**config.mk**
```make
export PLATFORM = sky130hd
export DESIGN_NAME = isquare
export DESIGN_NICKNAME = d
export VERILOG_FILES = /design/src/rtl/isquare_pkg.sv /design/src/rtl/isquare_ctrl.sv /design/src/rtl/isquare.sv
export SDC_FILE = /design/constraint.sdc
export NUM_CORES = 1
export LEC_CHECK = 0
export ABC_AREA = 1
export CORE_MARGIN = 2
export CORE_UTILIZATION = 61
export CTS_CLUSTER_DIAMETER = 100
export DETAILED_ROUTE_END_ITERATION = 16
export PLACE_DENSITY = 0.86
export SLEW_MARGIN = 10
export SYNTH_ARGS = -nofsm -noshare
export SYNTH_HDL_FRONTEND = slang
export SYNTH_HIERARCHICAL = 1
export SYNTH_SLANG_ARGS = --single-unit
```
**constraint.sdc**
```tcl
create_clock -name clk_i -period 4.3 [get_ports clk_i]
set_clock_uncertainty 0.15 [all_clocks]
set_input_delay 1.075 -clock clk_i [delete_from_list [all_inputs] [get_ports clk_i]]
set_output_delay 1.075 -clock clk_i [all_outputs]
set_load 0.01 [all_outputs]
```
**src/rtl/isquare_pkg.sv**
```systemverilog
// isquare_pkg: shared widths and FSM state encoding for the iterative squarer.
//   R_W  - operand width (r_i, iteration counter)
//   SQ_W - result / accumulator width
//   D_W  - odd-term width (max term 2*255+1 = 511)
package isquare_pkg;

  localparam int unsigned R_W  = 8;
  localparam int unsigned SQ_W = 16;
  localparam int unsigned D_W  = 9;

  typedef enum logic [2:0] {
    IDLE  = 3'd0,
    CHECK = 3'd1,
    ACC   = 3'd2,
    DINC  = 3'd3,
    END   = 3'd4
  } isq_state_t;

endpackage

```
**src/rtl/isquare_ctrl.sv**
```systemverilog
// isquare_ctrl: sequencing FSM for the iterative squarer.
// Ports:
//   clk_i     - clock, rising edge
//   rst_i     - synchronous active-high reset
//   valid     - request strobe, honoured only in IDLE
//   cnt_zero  - remaining-iteration counter is zero
//   load_o    - capture operand and clear accumulator
//   acc_en_o  - add current odd term into accumulator
//   dinc_en_o - advance odd term and decrement counter
//   res_en_o  - latch accumulator into the result register
//   busy_o    - high in every state except IDLE
//   ready     - one-cycle completion pulse (END state)
module isquare_ctrl
  import isquare_pkg::*;
(
  input  logic clk_i,
  input  logic rst_i,
  input  logic valid,
  input  logic cnt_zero,
  output logic load_o,
  output logic acc_en_o,
  output logic dinc_en_o,
  output logic res_en_o,
  output logic busy_o,
  output logic ready
);

  isq_state_t state, state_nx;

  always_ff @(posedge clk_i) begin
    if (rst_i) begin
      state <= IDLE;
    end else begin
      state <= state_nx;
    end
  end

  always_comb begin
    state_nx  = IDLE;
    load_o    = 1'b0;
    acc_en_o  = 1'b0;
    dinc_en_o = 1'b0;
    res_en_o  = 1'b0;
    busy_o    = 1'b0;
    ready     = 1'b0;
    case (state)
      IDLE: begin
        load_o   = valid;
        state_nx = valid ? CHECK : IDLE;
      end
      CHECK: begin
        busy_o = 1'b1;
        if (cnt_zero) begin
          res_en_o = 1'b1;
          state_nx = END;
        end else begin
          state_nx = ACC;
        end
      end
      ACC: begin
        busy_o   = 1'b1;
        acc_en_o = 1'b1;
        state_nx = DINC;
      end
      DINC: begin
        busy_o    = 1'b1;
        dinc_en_o = 1'b1;
        state_nx  = CHECK;
      end
      END: begin
        busy_o   = 1'b1;
        ready    = 1'b1;
        state_nx = IDLE;
      end
      default: begin
        state_nx = IDLE;
      end
    endcase
  end

endmodule

```
**src/rtl/isquare.sv**
```systemverilog
// isquare: iterative unsigned squarer, r*r computed as the sum of the
// first r odd numbers (1 + 3 + 5 + ...), one add per three cycles.
// Ports:
//   clk_i  - clock, rising edge
//   rst_i  - synchronous active-high reset (clears result too)
//   valid  - request strobe, sampled only while idle
//   r_i    - 8-bit unsigned operand, captured on acceptance
//   sq_o   - 16-bit registered result, held until the next completion
//   busy_o - high while an operation is in progress
//   ready  - one-cycle pulse, sq_o valid in the same cycle
module isquare
  import isquare_pkg::*;
(
  input  logic            clk_i,
  input  logic            rst_i,
  input  logic            valid,
  input  logic [R_W-1:0]  r_i,
  output logic [SQ_W-1:0] sq_o,
  output logic            busy_o,
  output logic            ready
);

  logic [R_W-1:0]  cnt;
  logic [SQ_W-1:0] s;
  logic [D_W-1:0]  d;
  logic [SQ_W-1:0] sq_q;

  logic            cnt_zero;
  logic            load, acc_en, dinc_en, res_en;
  logic [SQ_W-1:0] s_sum;
  logic [D_W-1:0]  d_sum;
  logic [R_W-1:0]  cnt_dec;

  // Neither adder can overflow: d <= 511 and s <= 65025 for r <= 255.
  assign s_sum    = s + {{(SQ_W-D_W){1'b0}}, d};
  assign d_sum    = d + D_W'(2);
  assign cnt_dec  = cnt - R_W'(1);
  assign cnt_zero = (cnt == '0);

  isquare_ctrl u_ctrl (
    .clk_i     (clk_i),
    .rst_i     (rst_i),
    .valid     (valid),
    .cnt_zero  (cnt_zero),
    .load_o    (load),
    .acc_en_o  (acc_en),
    .dinc_en_o (dinc_en),
    .res_en_o  (res_en),
    .busy_o    (busy_o),
    .ready     (ready)
  );

  always_ff @(posedge clk_i) begin
    if (rst_i) begin
      cnt  <= '0;
      s    <= '0;
      d    <= D_W'(1);
      sq_q <= '0;
    end else begin
      if (load) begin
        cnt <= r_i;
        s   <= '0;
        d   <= D_W'(1);
      end
      if (acc_en) begin
        s <= s_sum;
      end
      if (dinc_en) begin
        d   <= d_sum;
        cnt <= cnt_dec;
      end
      if (res_en) begin
        sq_q <= s;
      end
    end
  end

  assign sq_o = sq_q;

endmodule

```
# [Word-level counts from Yosys, hierarchy flattened]
# Cells that the tools add are included.
[word_totals] regBits=52 inputBits=11 out_inout_bits=18 wordCells=33
[classes] add_sub_neg=3 eq_ne=4 muxes=16 reduce_logical=5
[op_table] cell="16-bit two-way mux" n=2
[op_table] cell="9-bit two-way mux" n=2
[op_table] cell="16-bit by 9-bit adder with 16-bit output" n=1
[op_table] cell="8-bit two-way mux" n=2
[op_table] cell="3-bit one-hot mux with 4 select lines" n=1
[op_table] cell="9-bit by 2-bit adder with 9-bit output (second input constant)" n=1
[op_table] cell="8-bit zero test" n=1
[op_table] cell="1-bit two-way mux" n=8
[op_table] cell="8-bit by 1-bit subtractor with 8-bit output (second input constant)" n=1
[op_table] cell="3-bit by 2-bit == test with 1-bit output (second input constant)" n=2
[op_table] cell="2-bit nonzero test" n=2
[op_table] cell="4-bit OR reduction" n=1
[op_table] cell="3-bit by 1-bit == test with 1-bit output (second input constant)" n=1
[op_table] cell="3-bit == test (second input constant)" n=1
[op_table] cell="3-bit zero test" n=1
[op_table] cell="3-bit two-way mux" n=1

# [Logic depth before layout (Yosys ltp)]
# Gate-level depths: netlist of the first run.
[logic_depth] ltp_word=4 depth_mapped=11

# [Hierarchy]
# The synthesis of the first run kept the hierarchy.
[by_module_without_submodules] mod="isquare" n_inst=1 cells_per_inst=410 area_each_um2=2741.4 seq_area_each_um2=980.9
[by_module_without_submodules] mod="isquare_ctrl" n_inst=1 cells_per_inst=23 area_each_um2=156.4 seq_area_each_um2=60.1

# [Worst setup path after synthesis of the first run]
# OpenSTA, ideal clock, no wires.
[synth_timing] kind="in2reg" startpoint="input valid" endpoint="register s[12]" setup_ns=0.113 arrival_ns=1.913 required_ns=4.037 setup_slack_ns=2.123 cell_stages=7 n_path_buf=0 path_cell_list="nand2_1 -> nor2_1 -> inv_1 -> nor2_1 -> nor2_1 -> a21oi_2 -> nor2_2"
[synth_between] elab_chain_len=2
[synth_lines] item="start: declaration" line_no="isquare.sv:16" rtl="input logic valid,"
[synth_lines] item="1-bit two-way mux" line_no="isquare_ctrl.sv:46" rtl="case (state)"
[synth_lines] item="via load" line_no="isquare.sv:29" rtl="logic load, acc_en, dinc_en, res_en;"
[synth_lines] item="2-bit nonzero test (no line)"
[synth_lines] item="end signal: assignment" line_no="isquare.sv:66" rtl="s <= s_sum;"
[synth_lines] item="end: declaration" line_no="isquare.sv:24" rtl="logic [SQ_W-1:0] s;"
# The timed path passes the listed nets, and every way through them passes these cells.
# A chain may end at the register's enable or synchronous reset.

# [Worst setup path after layout of the first run]
[layout_timing] startpoint="register u_ctrl.state[1]" endpoint="output busy_o"
[layout_between] elab_chain_len=3 word_cells_on_any_way=6 cone_classes="eq/ne (4); mux (1); reduce/logical (1)"
[layout_lines] item="start: declaration" line_no="isquare_ctrl.sv:28" rtl="isq_state_t state, state_nx;"
[layout_lines] item="start signal: assignment" line_no="isquare_ctrl.sv:34" rtl="state <= state_nx;"
[layout_lines] item="3-bit == test, or another cell as far along" line_no="isquare_ctrl.sv:46"
[layout_lines] item="4-bit OR reduction (no line) (*)"
[layout_lines] item="1-bit two-way mux (*)" line_no="isquare_ctrl.sv:46"
[layout_lines] item="end: declaration" line_no="isquare.sv:19" rtl="output logic busy_o,"
# Mark *: on every way between the ends. The rest lies on a longest branch, timed or not.

==> results.md, run 1 <==
* Post-CTS Resized at 0
* Final Max Slew Viols at 0
* Status: finished clean
* Final setup vio count at 0
* Post-synth EDFFs at 0
* Data arrival, critical path at 1600 ps
* Final cell count without fillers at 515
* Cell taking the most area after synthesis: dfxtp_1
* Iter 0 DRT Violations at 189
* Final period utilization at 65.7%
* Synth Cell Area at 0.00290 mm²
* Reg clk slew, reported paths at 90 ps
* Antenna violations before repair at 0
* DRC viols at 0
* Cell variety after synth at 36
* Crit path launch type: register
* H-tree Lvls at 2
* CP required at 3070 ps
* Critical-path cell list: inv_1 -> nand2_1 -> xor2_1 -> clkdlybuf4s50_1
* Max Cap Viol at 0
* Antenna diodes at 0
* Pwr Density at 310 mW/mm²
* Measured slew at the worst slew-check pin at 689 ps
* Critical Path End Type: output pin
* Ys async rst share at 0%
* Worst rel slew slack at 54.0%
* Die width at 72.9 µm
* Maximum vdd ir drop at 0.271 mV
* Final nets at 484
* Syn-to-layout area delta at 13.9%
* LEAKAGE at 1.50 nW
* Detail Route Antenna Nets at 0
* Synth Area per Inst at 6.69 µm²
* Clock Sinks at 52
* Vert. Die Dim at 72.9 µm
* Sum Neg Setup Slack at 0 ps
* Final GP Congestion at 0.923
* # port buffers at 28
* Via count at 2793
* Top FF cell, synth: dfxtp_1
* Layout cells sized above 1 at 10.6%
* Hold Vio Cnt, Final at 0
* Shortest period the worst path allows at 2830 ps
* Starting Density at 62.2%
* Cells after DPL at 508
* Post-synthesis sequential area ratio at 35.9%
* WS Path Type: reg -> out
* Net Count, Synth at 456
* Cell Rows at 25
* First-pass GRT wire length at 11300 µm
* DR vias/cell at 5.42
* Vias in the first global route at 2706
* Top-area cell type share of the netlist area at 35.9%
* Slowest-stage cell, CP: clkdlybuf4s50_1
* CTS root buffer: clkbuf_8
* Drt first pass iters at 5
* Post-detail-place hpwl at 4980 µm
* Synth warn at 6
* Synth Register Bits at 52
* TritonCTS Buffers at 5
* Fmax at 354 MHz
* Largest net degree at the start of global routing at 27
* Synthesized instance count at 433
* Grt total ovfl at 0
* CTS tree: done
* Hold Path Class: reg -> reg
* CTS max path bufs at 2
* Post-CTS Hold Fix Bufs at 0
* DRT Wirelength at 6590 µm
* CORE AREA at 0.00466 mm²
* Die footprint at 0.00532 mm²
* # fillers at 396
* Total setup buffers inserted after CTS at 0
* I/O pin count at 29
* CP peak stage delay at 550 ps
* Unrepaired setup endpoints after global routing: false
* WL per Instance at 12.8 µm
* GRT Util Overall at 26.9%
* Clk_lat worst skew at 300 ps
* Top post-synthesis cells by area: dfxtp_1 (36%), nand2_1 (13%), nor2_1 (7.1%)
* Crit path max fanout at 4
-- power by group --
group | internal (W) | switching (W) | leakage [nW] | total (W)
Combinational | 0.0000893 | 0.000136 | 1.04 | 0.000225
Clock | 0.000111 | 0.000156 | 0.0400 | 0.000267
Sequential | 0.000511 | 0.0000193 | 0.422 | 0.000530
-- synthesized netlist by cell type (2+ instances only) --
cell	n
buf_2	4
a21oi_2	2
nand3_1	31
inv_1	51
nand3_2	5
dfxtp_1	52
xor2_1	2
inv_2	11
nand2_1	98
nand2_2	7
a31oi_1	2
a211oi_1	2
nor2_1	55
clkbuf_1	4
a21oi_1	39
buf_4	2
nor3_1	3
o21ai_1	3
nand3b_1	3
nor2_2	9
nand4_1	3
ha_1	11
o21ai_0	21
-- state kept, by name, indices dropped and copies added, names as in the netlist --
register	count
s	16
sq_o	16
d	9
cnt	8
u_ctrl/state	3
-- critical path, delay by kind of cell (launching register included) --
family | cells | cell delay (ps)
flops | 1 | 380
simple gates | 1 | 120
buf+inv | 2 | 640
xor+xnor | 1 | 160
-- per-stage QoR --
| step | total power, W | hold WS [ps] | util [%] | area, µm² | setup slack [ps] |
|---|---|---|---|---|---|
| after floorplan | 0.000677 | 264 | - | 2900 | 2120 |
| after global routing | 0.00108 | 365 | 70.8 | 3300 | 1370 |
| after detailed placement | 0.000765 | 329 | 69.0 | 3220 | 1380 |
| after CTS | 0.00103 | 341 | 70.8 | 3300 | 1480 |
| final | 0.00102 | 341 | 70.8 | 3300 | 1470 |
| after global placement | 0.000758 | 291 | 69.0 | 3220 | 1470 |
-- metal layers --
layer | global-route usage, % | share of wire [%]
met5 | 0 | 0
met4 | 10.3 | 2.1
met3 | 5.11 | 3.3
met2 | 47.5 | 50
met1 | 32.1 | 45
-- path summary, 6_finish.rpt --
| kind | from | endpoint | slack [ps] | cells after the start |
|---|---|---|---|---|
| max | u_ctrl/state[1] | busy_o | 1470 | 4 |
| min | s[15] | sq_o[15] | 340 | 2 |
| max reg2reg | cnt[0] | sq_o[3] | 1960 | 12 |
| min reg2reg | s[15] | sq_o[15] | 340 | 2 |
-- cell usage in the layout (no fill, tap or decap), types with 3 or more instances in the layout --
master | Yosys | final
a21oi_1 | 39 | 39
buf_4 | 2 | 3
clkbuf_8 | 0 | 5
clkdlybuf4s50_1 | 0 | 28
dfxtp_1 | 52 | 52
ha_1 | 11 | 11
inv_1 | 51 | 51
inv_2 | 11 | 11
nand2_1 | 98 | 98
nand2_2 | 7 | 7
nand3_1 | 31 | 31
nand3_2 | 5 | 5
nand3b_1 | 3 | 3
nand4_1 | 3 | 3
nor2_1 | 55 | 55
nor2_2 | 9 | 9
nor3_1 | 3 | 3
o21ai_0 | 21 | 21
o21ai_1 | 3 | 3
-- layout make-up --
class | count | area, µm² | share of cell area, %
timing repair buffer | 31 | 303 | 9.18
sequential | 52 | 1040 | 31.6
clock buffer | 5 | 68.8 | 2.09
tap | 54 | 67.6 | 2.05
inverter | 62 | 233 | 7.05
clock inverter | 2 | 12.5 | 0.379
multi-input combinational | 309 | 1570 | 47.7
-- kinds of logic after synthesis --
logic type               Yosys count  share of synthesized area, %
AND/OR/NAND/NOR                  220                          34.2
XOR/XNOR                           2                         0.605
buffers and inverters             72                          9.76
adder cells (fa/ha/maj)           12                          5.44
AO/OA/AOI/OAI                     75                          14.1
flip-flops                        52                          35.9
No activity file was read; power rests on OpenSTA's default activity.
==> inputs of run 2 (changes only) <==
Settings changed: CORE_UTILIZATION 61 to 57, PLACE_DENSITY 0.86 to 0.81.
Clock period 4.3 ns to 2.7 ns, I/O delays scaled along.
==> run 2 against run 1 <==
  * Clock power up 80%
  * Setup slack got worse by 1200 ps
  * Critical path type unchanged
  * Count of clock-buffer cells in the layout unchanged
  * Power grew 65%
  * Hold slack worse by 29 ps
  * Register-to-register slack worse by 1600 ps
  * Die area rose by 6.6%
  * Core utilization down 1.5 points
  * Sequential share of layout area fell by 0.37 points
  * Via count up 1.8%
==> results.md, run 2 (synthesized netlist as in run 1, its figures left out) <==
* Slowest-stage cell, CP: clkdlybuf4s50_1
* Post-CTS Hold Fix Bufs at 0 (unchanged)
* Antenna diodes at 0 (unchanged)
* Cell Rows at 25 (unchanged)
* Clk_lat worst skew at 320 ps (+20 ps)
* WS Path Type: reg -> out
* R2R depth at 11 (-1)
* Detail Route Antenna Nets at 0 (unchanged)
* TritonCTS Buffers at 5 (unchanged)
* Most frequent cells in the layout: nand2_1 (98), nor2_1 (55), dfxtp_1 (52), inv_1 (51), a21oi_1 (39)
* CP required at 1880 ps (-1190 ps)
* Worst rel slew slack at 55.7% (+1.6 points)
* Critical Path Stages at 4 (unchanged)
* CTS tree: done
* GRT Util Overall at 25.5% (-1.4 points)
* Post-CTS Resized at 0 (unchanged)
* H-tree Lvls at 2 (unchanged)
* Critical-path cell list: inv_1 -> nand2_1 -> xor2_1 -> clkdlybuf4s50_1
* Vert. Die Dim at 75.3 µm (+3.3%)
* CP peak stage delay at 540 ps (about the same)
* Crit path max fanout at 4 (unchanged)
* Data arrival, critical path at 1590 ps (about the same)
* Largest net degree at the start of global routing at 27 (unchanged)
* Final GP Congestion at 0.918 (-0.55%)
* Hold Vio Cnt, Final at 0 (unchanged)
* Cells after DPL at 522 (+2.8%)
* Post-detail-place hpwl at 5070 µm (+1.9%)
* Die width at 75.3 µm (+3.3%)
* Total setup buffers inserted after CTS at 0 (unchanged)
* Fmax at 415 MHz
* Die footprint at 0.00567 mm² (+6.6%)
* Status: finished clean
* DRT Wirelength at 6840 µm (+3.8%)
* DR vias/cell at 5.36 (-1.1%)
* Final nets at 485 (+0.21%)
* Final cell count without fillers at 530 (+2.9%)
* Antenna violations before repair at 0 (unchanged)
* Reg clk slew, reported paths at 100 ps (about the same)
* Delay-heaviest family, CP: buffers and inverters
* Final period utilization at 89.3%
* DRC viols at 0 (unchanged)
* Iter 0 DRT Violations at 190 (+0.53%)
* LEAKAGE at 1.51 nW (+0.74%)
* Measured slew at the worst slew-check pin at 664 ps (-24.5 ps)
* Clock Sinks at 52 (unchanged)
* Starting Density at 60.2% (-2.0 points)
* Maximum vdd ir drop at 0.326 mV (+20%)
* Syn-to-layout area delta at 15.2%
* Layout cells sized above 1 at 11.0% (+0.39 points)
* Grt total ovfl at 0 (unchanged)
* Hold path depth at 2 (unchanged)
* Unrepaired setup endpoints after global routing: false
* Critical path buffers and inverters at 2 (unchanged)
* First-pass GRT wire length at 11200 µm (-0.55%)
* Critical Path End Type: output pin
* Vias in the first global route at 2558 (-5.5%)
* Final setup vio count at 0 (unchanged)
* Shortest period the worst path allows at 2410 ps
* CTS root buffer: clkbuf_8
* Sum Neg Setup Slack at 0 ps (unchanged)
* Commonest non-fill, non-tap cell in the layout: nand2_1
* Final Max Slew Viols at 0 (unchanged)
* # port buffers at 28 (unchanged)
* Pwr Density at 506 mW/mm² (+63%)
* I/O pin count at 29 (unchanged)
* Hold Path Class: reg -> reg
* CTS max path bufs at 2 (unchanged)
* Crit path launch type: register
* Hold_ws at 311 ps (-29.3 ps)
* CORE AREA at 0.00482 mm² (+3.4%)
* Via count at 2842 (+1.8%)
* Max Cap Viol at 0 (unchanged)
* Drt first pass iters at 4 (-1)
* WL per Instance at 12.9 µm (+0.90%)
-- run 2: cell types whose count changed in the layout (fill, tap and decap cells not counted), sizes merged --
cell / change
inv: +1
buf: +1
-- run 2: worst reg2reg max path, cell delays in order (launching register included) --
cell     delay (ps)
dfxtp_1         340
inv_1           100
ha_1            240
inv_1            50
nor2_1          130
nand4_1         130
nor2_1          160
inv_1           100
nor2_1          350
buf_4           300
o21ai_0         120
a21oi_1         140
-- run 2: final timing paths --
check                                end       startpoint  slack, ps
worst min-delay path                d[0]             d[0]        310
worst max-delay path              busy_o  u_ctrl/state[1]        290
worst min register to register      d[0]             d[0]        310
worst max register to register  sq_o[10]           cnt[0]        340
-- run 2: routing by layer --
layer	wire, µm	vias to the layer above	GRT usage (%)
li1	-	1449	-
met1	3090	1320	31.0
met2	3420	62	46.1
met3	251	11	4.89
met4	80	0	6.43
met5	0	-	0
-- run 2: layout make-up --
class	count	area [µm²]
clock inverters	3	27.5
well taps	67	83.8
fillers	446	1480
multi-input cells	309	1570
repair buffers	32	310
inverters	62	233
flip-flops and latches	52	1040
clock buffers	5	68.8
-- run 2: power by group --
group | internal [W] | switching (W) | total [W]
logic | 0.000143 | 0.000220 | 0.000363
clock network | 0.000191 | 0.000290 | 0.000481
registers | 0.000814 | 0.0000302 | 0.000845
total | 0.00115 | 0.000541 | 0.00169
-- run 2: stage by stage --
step                      setup slack, ps  area, µm²  utilization [%]  total power [W]
after floorplan                       795       2900                -          0.00108
after global placement                267       3240             67.3          0.00121
after detailed placement              212       3240             67.3          0.00122
after CTS                             280       3340             69.3          0.00169
after global routing                  158       3340             69.3          0.00176
final                                 288       3340             69.3          0.00169
==> inputs of run 3 (changes only) <==
Settings changed: CORE_UTILIZATION 57 to 51, PLACE_DENSITY 0.81 to 0.76.
Clock period 2.7 ns to 2.2 ns, I/O delays scaled along.
==> run 3 against run 2 <==
  * Sequential share of layout area fell by 1.1 points
  * Clock power rose by 20%
  * Count of clock-buffer cells in the layout rose by 1
  * Critical path depth did not move
  * Highest routed layer unchanged
==> results.md, run 3 (synthesized netlist as in run 1, its figures left out) <==
* Util after Layout at 62.8% (-6.5 points)
* Most frequent cells in the layout: nand2_1 (98), nor2_1 (53), dfxtp_1 (52), inv_1 (50), a21oi_1 (39)
* Starting Density at 52.6% (-7.5 points)
* CTS max path bufs at 2 (unchanged)
* Delay-heaviest family, CP: buffers and inverters
* Final nets at 493 (+1.6%)
* Layout cells sized above 1 at 13.2% (+2.2 points)
* Critical path buffers and inverters at 2 (unchanged)
* First-pass GRT wire length at 11600 µm (+3.5%)
* Hold_ws at 333 ps (+21.4 ps)
* CORE AREA at 0.00551 mm² (+14%)
* RR Endpoint: sq_o[9]
* Antenna diodes at 0 (unchanged)
* Drt first pass iters at 4 (unchanged)
* # port buffers at 28 (unchanged)
* CTS tree: done
* Post-detail-place hpwl at 5210 µm (+2.8%)
* Data arrival, critical path at 1290 ps (-300 ps)
* # fillers at 493 (+11%)
* Antenna violations before repair at 0 (unchanged)
* Status: finished clean
* I/O pin count at 29 (unchanged)
* Final GP Congestion at 0.923 (+0.58%)
* TritonCTS Buffers at 5 (unchanged)
* Syn-to-layout area delta at 19.3%
* Final Max Slew Viols at 0 (unchanged)
* Largest net degree at the start of global routing at 27 (unchanged)
* Critical Path End Type: output pin
* WL per Instance at 12.7 µm (-1.8%)
* Worst rel slew slack at 78.1% (+22 points)
* WS Path Type: reg -> out
* Vias in the first global route at 2613 (+2.2%)
* Slowest-stage cell, CP: dfxtp_1
* Hold Vio Cnt, Final at 0 (unchanged)
* Max Cap Viol at 0 (unchanged)
* Hold Path Class: reg -> reg
* Vert. Die Dim at 79.4 µm (+5.4%)
* Final setup vio count at 0 (unchanged)
* Hold path depth at 2 (unchanged)
* H-tree Lvls at 2 (unchanged)
* Hold EP: d[0]
* DRT Wirelength at 6870 µm (+0.42%)
* Maximum vdd ir drop at 0.509 mV (+56%)
* R2R depth at 12 (+1)
* CP peak stage delay at 310 ps (-230 ps)
* Detail Route Antenna Nets at 0 (unchanged)
* Crit path max fanout at 5 (+1)
* Die footprint at 0.00630 mm² (+11%)
* CTS root buffer: clkbuf_8
* Critical Path Start: u_ctrl/state[0]
* Worst Min Path Start: d[0]
* DRC viols at 0 (unchanged)
* Measured slew at the worst slew-check pin at 327 ps (-337 ps)
* Critical-path cell list: inv_1 -> nand2_1 -> xor2_1 -> dlygate4sd2_1
* Final period utilization at 90.6%
* Post-CTS Hold Fix Bufs at 0 (unchanged)
* Pwr Density at 613 mW/mm² (+21%)
* Reg clk slew, reported paths at 100 ps (about the same)
* Shortest period the worst path allows at 1990 ps
* Clk_lat worst skew at 310 ps (about the same)
* Fmax at 501 MHz
* Grt total ovfl at 0 (unchanged)
* Worst R2R Setup Slack at 210 ps (-130 ps)
* Via count at 2813 (-1.0%)
* Cell Rows at 27 (+8.0%)
* Clock Sinks at 52 (unchanged)
* Iter 0 DRT Violations at 114 (-40%)
* DR vias/cell at 5.19 (-3.2%)
* Die width at 79.4 µm (+5.4%)
* CP required at 1500 ps (-380 ps)
* GRT Util Overall at 23.5% (-2.0 points)
* Commonest non-fill, non-tap cell in the layout: nand2_1
* R2r startpoint: cnt[1]
* Crit path launch type: register
* LEAKAGE at 1.58 nW (+5.0%)
* Unrepaired setup endpoints after global routing: false
run 3: changes by cell type in the layout (fill, tap and decap cells not counted), moves of 2 or more:
cell,delta
buf_12,+3
nor2_1,-2
clkdlybuf4s50_1,-2
nor2_2,+2
buf_4,+5
run 3: worst max-delay path by stage:
stage | to | cells after the start
floorplan | sq_o[7] | 11
global route | sq_o[9] | 12
global placement | cnt[7] | 9
detailed placement | cnt[7] | 9
CTS | ready | 4
finish | busy_o | 4
run 3: report_power, final:
group          total [W]  leakage (nW)  internal (W)  switching, W
Combinational   0.000504          1.12      0.000226      0.000279
Clock           0.000578        0.0473      0.000252      0.000326
Sequential       0.00103         0.422      0.000999     0.0000358
Total            0.00212          1.58       0.00148      0.000641
run 3: final cells by class:
class / count / area [µm²] / area share [%]
Tap cell: 72 / 90.1 / 2.61
Sequential cell: 52 / 1040 / 30.1
Multi-Input combinational cell: 309 / 1590 / 46.1
Clock inverter: 1 / 8.76 / 0.253
Inverter: 62 / 233 / 6.73
Timing Repair Buffer: 40 / 409 / 11.8
Clock buffer: 6 / 82.6 / 2.39
run 3: worst register-to-register path, cell delays in order, from the launching register on:
cell and delay [ps]:
dfxtp_1 320, inv_1 120, ha_4 170, inv_1 50, nor2_2 110, nand4_1 150
nor2_2 160, inv_1 80, nor2_1 100, buf_4 130, buf_12 140, o21ai_0 100
a21oi_1 150
run 3: metal layers:
| metal | wire (µm) | GRT usage (%) | vias up |
|---|---|---|---|
| met4 | 136 | 7.59 | 0 |
| met3 | 269 | 4.86 | 11 |
| met5 | 0 | 0 | - |
| met1 | 3110 | 28.3 | 1285 |
| met2 | 3360 | 41.7 | 52 |
| li1 | - | - | 1465 |
run 3: through the flow:
stage | instances | power (W) | instance area, µm² | TNS (ps) | setup WS (ps)
6_report | 542 | 0.00212 | 3460 | 0 | 206
2_1_floorplan | 433 | 0.00132 | 2900 | 0 | 295
3_5_place_dp | 534 | 0.00154 | 3340 | -75.3 | -40.6
5_1_grt | 542 | 0.00223 | 3460 | 0 | 34.3
3_3_place_gp | 534 | 0.00153 | 3340 | -4.24 | -4.24
4_1_cts | 541 | 0.00211 | 3430 | 0 | 0.562
run 3: repair_timing:
| item | 4_1_cts | 5_1_grt |
|---|---|---|
| endpoints found under the setup margin | 1 | 17 |
| buffers inserted | 0 | 1 |
| pin swaps | 0 | 3 |
| gates resized for setup | 1 | 6 |
